### config.mk
export PLATFORM = sky130hd
export DESIGN_NAME = serial_mag_cmp
export DESIGN_NICKNAME = d
export VERILOG_FILES = /design/src/rtl/serial_mag_cmp_pkg.sv /design/src/rtl/serial_mag_cmp_bit_cell.sv /design/src/rtl/serial_mag_cmp.sv
export SDC_FILE = /design/constraint.sdc
export NUM_CORES = 1
export LEC_CHECK = 0
export CAP_MARGIN = 30
export CORE_UTILIZATION = 45
export DETAILED_ROUTE_END_ITERATION = 10
export PLACE_DENSITY_LB_ADDON = 0.3
export SYNTH_ARGS = -nofsm -noshare
export SYNTH_HDL_FRONTEND = slang
export SYNTH_SLANG_ARGS = --single-unit
### constraint.sdc
create_clock -name clk -period 1.3 [get_ports clk]
set_input_delay 0.13 -clock clk [delete_from_list [all_inputs] [get_ports clk]]
set_output_delay 0.13 -clock clk [all_outputs]
set_load 0.05 [all_outputs]
### src/rtl/serial_mag_cmp_pkg.sv
`default_nettype none
// ============================================================================
//  Module  : serial_mag_cmp_pkg
//  Purpose : Shared definitions for the bit-serial magnitude comparator:
//            FSM state encoding, one-hot result encoding and a helper that
//            packs the compare-cell outputs into that encoding.
//  Ports   : none (package)
//  Rev     : 1.0  initial release
// ============================================================================
package serial_mag_cmp_pkg;

  typedef enum logic [1:0] {
    IDLE  = 2'd0,
    SHIFT = 2'd1,
    HOLD  = 2'd2
  } state_t;

  // Result vector layout is {gt, lt, eq}; all-zero means "no result".
  localparam logic [2:0] c_RES_NONE = 3'b000;
  localparam logic [2:0] c_RES_EQ   = 3'b001;
  localparam logic [2:0] c_RES_LT   = 3'b010;
  localparam logic [2:0] c_RES_GT   = 3'b100;

  function automatic logic [2:0] res_from_cell(input logic eq,
                                               input logic lt,
                                               input logic gt);
    return {gt, lt, eq};
  endfunction

endpackage
`default_nettype wire

### src/rtl/serial_mag_cmp_bit_cell.sv
`default_nettype none
// ============================================================================
//  Module  : cmp_bit_cell
//  Purpose : 1-bit magnitude compare cell; exactly one output is high.
//  Ports   : i_a  - bit of operand A
//            i_b  - bit of operand B
//            o_eq - i_a == i_b
//            o_lt - i_a <  i_b
//            o_gt - i_a >  i_b
//  Rev     : 1.0  initial release
// ============================================================================
module cmp_bit_cell (
  input  logic i_a,
  input  logic i_b,
  output logic o_eq,
  output logic o_lt,
  output logic o_gt
);

  assign o_eq = ~(i_a ^ i_b);
  assign o_lt = ~i_a &  i_b;
  assign o_gt =  i_a & ~i_b;

endmodule
`default_nettype wire

### src/rtl/serial_mag_cmp.sv
`default_nettype none
// ============================================================================
//  Module  : serial_mag_cmp
//  Purpose : Bit-serial unsigned magnitude comparator, MSB first, one bit
//            per cycle through a single 1-bit compare cell. Valid/ready
//            handshake on both sides; result held until consumed.
//  Ports   : clk       - clock, rising edge
//            rst_n     - asynchronous active-low reset
//            in_valid  - operand pair offered
//            in_ready  - block idle, can accept operands
//            A, B      - unsigned operands, WIDTH bits
//            out_valid - result available (HOLD state)
//            out_ready - consumer takes result
//            Eq/Lt/Gt  - registered one-hot result, zero outside HOLD
//  Config  : SERIAL_MAG_CMP_EARLY_EXIT_EN - when defined, SHIFT ends the
//            cycle after the first differing bit instead of always running
//            WIDTH cycles.
//  Rev     : 1.0  initial release
// ============================================================================
module serial_mag_cmp
  import serial_mag_cmp_pkg::*;
#(
  parameter int WIDTH = 8
) (
  input  logic             clk,
  input  logic             rst_n,
  input  logic             in_valid,
  output logic             in_ready,
  input  logic [WIDTH-1:0] A,
  input  logic [WIDTH-1:0] B,
  output logic             out_valid,
  input  logic             out_ready,
  output logic             Eq,
  output logic             Lt,
  output logic             Gt
);

  localparam int c_CW = $clog2(WIDTH);

`ifdef SERIAL_MAG_CMP_EARLY_EXIT_EN
  localparam bit c_EARLY_EXIT = 1'b1;
`else
  localparam bit c_EARLY_EXIT = 1'b0;
`endif

  state_t            r_state;
  state_t            w_state_nxt;
  logic [WIDTH-1:0]  r_a;
  logic [WIDTH-1:0]  r_b;
  logic [c_CW-1:0]   r_cnt;
  logic [2:0]        r_res;   // first difference seen so far, NONE if none
  logic [2:0]        r_out;   // result presented on Eq/Lt/Gt

  logic              w_eq;
  logic              w_lt;
  logic              w_gt;
  logic              w_decided;
  logic              w_done;
  logic [2:0]        w_final;

  // Operands shift left, so the bit under test is always the top bit.
  cmp_bit_cell u_cell (
    .i_a  (r_a[WIDTH-1]),
    .i_b  (r_b[WIDTH-1]),
    .o_eq (w_eq),
    .o_lt (w_lt),
    .o_gt (w_gt)
  );

  assign w_decided = (r_res != c_RES_NONE);

  // An earlier difference dominates; otherwise the current bit decides,
  // and a still-equal final bit yields EQ.
  assign w_final = w_decided ? r_res : res_from_cell(w_eq, w_lt, w_gt);

  // Early exit fires on the first difference only; a decided result
  // never reaches SHIFT again in that build.
  assign w_done = (r_cnt == '0) || (c_EARLY_EXIT && !w_decided && !w_eq);

  // --------------------------------------------------------------------------
  // FSM
  // --------------------------------------------------------------------------
  always_ff @(posedge clk or negedge rst_n) begin
    if (!rst_n) begin
      r_state <= IDLE;
    end else begin
      r_state <= w_state_nxt;
    end
  end

  always_comb begin
    w_state_nxt = r_state;
    case (r_state)
      IDLE:    if (in_valid)  w_state_nxt = SHIFT;
      SHIFT:   if (w_done)    w_state_nxt = HOLD;
      HOLD:    if (out_ready) w_state_nxt = IDLE;
      default:                w_state_nxt = IDLE;
    endcase
  end

  // --------------------------------------------------------------------------
  // Datapath
  // --------------------------------------------------------------------------
  always_ff @(posedge clk or negedge rst_n) begin
    if (!rst_n) begin
      r_a   <= '0;
      r_b   <= '0;
      r_cnt <= '0;
      r_res <= c_RES_NONE;
      r_out <= c_RES_NONE;
    end else begin
      case (r_state)
        IDLE: begin
          if (in_valid) begin
            r_a   <= A;
            r_b   <= B;
            r_cnt <= c_CW'(WIDTH - 1);
            r_res <= c_RES_NONE;
          end
        end
        SHIFT: begin
          r_a   <= r_a << 1;
          r_b   <= r_b << 1;
          r_cnt <= r_cnt - 1'b1;
          if (!w_decided && !w_eq) begin
            r_res <= res_from_cell(w_eq, w_lt, w_gt);
          end
          if (w_done) begin
            r_out <= w_final;
          end
        end
        HOLD: begin
          if (out_ready) begin
            r_out <= c_RES_NONE;
          end
        end
        default: begin
          r_out <= c_RES_NONE;
        end
      endcase
    end
  end

  assign in_ready     = (r_state == IDLE);
  assign out_valid    = (r_state == HOLD);
  assign {Gt, Lt, Eq} = r_out;

endmodule
`default_nettype wire

==> results.sh <==
export IMPL_final_layout_size_suffix_gt1_share_pct=22.5
export IMPL_whs_ns=0.132
export IMPL_critPathCaptureType="output port"
export IMPL_syn_cell_area_um2=1380
export IMPL_final_cell_area_um2=1910
export IMPL_grt_total_usage_pct=20.6
export IMPL_numPortBuffers=24
export IMPL_route_detailed_drc=2
export IMPL_critical_path_required_ns=1.17
export IMPL_violations_in_the_final_reports="DRC, setup timing"
export IMPL_final_min_period_over_clock_period_pct=102
export IMPL_drt_initial_drc_count=56
export IMPL_grt_pass1_vias=1134
export IMPL_p_leak_nw=0.841
export IMPL_rsz0062_at_grt="true"
export IMPL_r2r_end="r_a[5]"
export IMPL_placementRows=19
export IMPL_worst_slew_pin_transition_ns=0.341
export IMPL_clockBufferDepth=2
export IMPL_number_of_antenna_cells_inserted=0
export IMPL_final_max_slew_violation_count=0
export IMPL_cpMostUsedCell="buf_12"
export IMPL_finalWirelength_mm=3.23
export IMPL_clk_latency_ns=0.34
export IMPL_setup_reg_to_reg_worst_slack_ns=0.01
export IMPL_clock_skew_final_ns=0.0160
export IMPL_arrival_ns=1.19
export IMPL_chipWidth_um=57.4
export IMPL_clock_pin_transition_on_the_worst_setup_and_hold_timing_paths_ns=0.15
export IMPL_coreArea_um2=2830
export IMPL_timing_final_setup_violations=2
export IMPL_cp_cell_sequence="buf_12 > nor2_4 > buf_12"
export IMPL_power_total_mw=4.01
export IMPL_max_cap_viol_count=0
export IMPL_globalRouteOverflowTotal=0
export IMPL_fillers=224
export IMPL_clock_root_buffer="clkbuf_4"
export IMPL_post_drt_via_cell_ratio=5.79
export IMPL_cts_htree_levels=1
export IMPL_critical_path_class="register to output port"
export IMPL_antenna_left=0
export IMPL_synth_sequential_area_ratio_pct=49.0
export IMPL_hold_wc_path_type="input pin to async pin"
export IMPL_pin_count_of_the_biggest_net_entering_global_routing=28
export IMPL_floorplan_die_height_um=57.4
export IMPL_combined_area_of_the_multi_input_logic_cells_um2=681
export IMPL_report_final_hold_viol_count=0
export IMPL_synth_avg_cell_area_um2=9.64
export IMPL_r2r_start="r_state[0]"
export IMPL_i_o_pin_count=25
export IMPL_grt_first_pass_wirelength_mm=5.14
export IMPL_finalWeightedCongestion=0.817
export IMPL_yosys_synthesis_warning_count=0
export IMPL_outcome="finished, violations left"
export IMPL_via_count=1211
export IMPL_synth_seq_cells=27
export IMPL_cts_buffers_inserted=3
export IMPL_critPathLaunchType="register"
export IMPL_initial_core_util_pct=48.7
export IMPL_synth_fp_nets=167
export IMPL_timing_max_slew_rel_slack_pct=77.3
export IMPL_power_per_cell_area_nw_per_um2=2100
export IMPL_regArea_um2=678
export IMPL_layout_core_utilization_pct=67.4
export IMPL_timing_fmax_mhz=756
export IMPL_synthCells=143
export IMPL_clock_sink_count=27
export IMPL_die_area_um2=3290
export IMPL_instance_area_at_placement_um2=1720
export IMPL_dp_final_hpwl_mm=2.00
export IMPL_wl_cell_um=15.5
export IMPL_critical_path_max_fanout=4
export IMPL_final_nets=203
export IMPL_crit_path_max_incr_delay_ns=0.48
export IMPL_drt_pass1_iter_count=7
export IMPL_r2r_cells=5
export IMPL_antenna_violations_before_repair=0
export IMPL_timing_critical_path_slowest_stage_cell="dfrtp_2"
export IMPL_peak_supply_drop_v=0.00125
export IMPL_tritoncts="built"
export IMPL_synth_lib_cells_used_distinct=24
export IMPL_area_growth_synth_to_final_pct=38.2
export IMPL_worst_slack_ns=-0.0220
export IMPL_finalCriticalPeriod_ns=1.32
export IMPL_finalSetupTns_ns=-0.0421
-- synthesized netlist by cell type --
cell / count / area share, %
o21bai_1: 1 / 0.54
ha_1: 4 / 3.6
a22o_1: 1 / 0.64
inv_1: 9 / 2.4
a22oi_1: 16 / 8.7
buf_6: 1 / 0.82
nand4b_1: 2 / 1.3
nor2b_1: 14 / 6.4
o21ai_1: 12 / 4.4
nand2_1: 5 / 1.4
nor2_1: 8 / 2.2
buf_2: 1 / 0.36
a21oi_1: 15 / 5.4
buf_4: 3 / 1.6
clkbuf_1: 3 / 0.82
o21ai_0: 6 / 2.2
o22ai_1: 4 / 1.8
and2b_4: 1 / 0.73
a2bb2oi_1: 1 / 0.64
dfrtp_1: 27 / 49
and2b_1: 3 / 1.6
nand2b_1: 2 / 0.91
nor3b_1: 2 / 1.1
o21ba_2: 2 / 1.5
-- worst max-delay path: cells and delay by family, from the launching register on --
kind,cells,cell delay [ns]
buffers and inverters,2,0.28
DFF,1,0.48
and+or+nand+nor,1,0.09
-- where the power goes --
group | switching, mW | internal [mW] | total (mW)
clock | 0.253 | 0.121 | 0.374
combinational | 1.05 | 1.14 | 2.19
sequential | 0.275 | 1.16 | 1.44
-- sequential cells by signal, indices dropped and copies added, names as in the netlist --
signal and cells:
r_a 8, r_state 2, r_res 3, r_b 8, r_out 3, r_cnt 3
-- kinds of logic after synthesis --
| group | synth area share, % |
|---|---|
| AO/OA/AOI/OAI | 25.8 |
| adder cells (fa/ha/maj) | 3.63 |
| buffers and inverters | 6.08 |
| flip-flops | 49.0 |
| AND/OR/NAND/NOR | 15.5 |
-- stage by stage --
| step | worst slack [ns] | std cells |
|---|---|---|
| finish | -0.0220 | 209 |
| detailed placement | -0.0848 | 196 |
| global placement | -0.0465 | 196 |
| CTS | -0.0164 | 207 |
| floorplan | 0.0957 | 143 |
| global route | -0.0592 | 209 |
-- worst max-delay path by stage --
stage	start	end	slack (ns)	cells past startpoint
finish	r_state[0]	in_ready	-0.02	3
global route	r_state[0]	in_ready	-0.06	3
CTS	r_state[1]	in_ready	-0.02	3
detailed placement	in_valid	r_b[2]	-0.08	5
global placement	in_valid	r_a[3]	-0.05	4
floorplan	r_state[0]	in_ready	0.1	2
-- cells in the final DEF, fill, tap and decap left out, types with 2 or more instances in the layout --
master / instances
clkdlybuf4s50_1: 19
o22ai_1: 3
inv_1: 8
dfrtp_1: 25
ha_1: 3
o21ai_0: 4
nand4b_1: 2
nor3b_1: 2
and2b_1: 3
buf_12: 6
buf_6: 2
buf_4: 9
nor2_1: 6
nand2_1: 4
a22oi_2: 4
dfrtp_2: 2
clkbuf_4: 3
o21ba_2: 2
o21ai_1: 14
a22oi_1: 12
a21oi_1: 15
nor2b_1: 14
-- per-layer routing --
| layer | routed length, um | vias up | GRT usage (%) | share of wire (%) |
|---|---|---|---|---|
| met4 | 69 | 0 | 8.36 | 2.1 |
| met3 | 128 | 7 | 2.72 | 4.0 |
| met2 | 1630 | 35 | 34.7 | 50 |
| met5 | 0 | - | 0 | 0 |
| li1 | - | 577 | - | - |
| met1 | 1410 | 592 | 26.6 | 44 |
-- area by class of cell --
type                       instances  area share (%)
inverter                           9            1.77
clock buffer                       4            1.38
tap                               31            2.04
sequential                        27            35.6
multi-input combinational        100            35.7
timing repair buffer              38            23.5
-- repair_timing --
item	4_1_cts	5_1_grt
resized for setup	10	11
pin swaps	1	3
endpoints found under the setup margin	2	14
buffers inserted	6	1
hold buffers	0	0
cloned	1	1
Note: power is estimated with default switching activity, not from simulation.
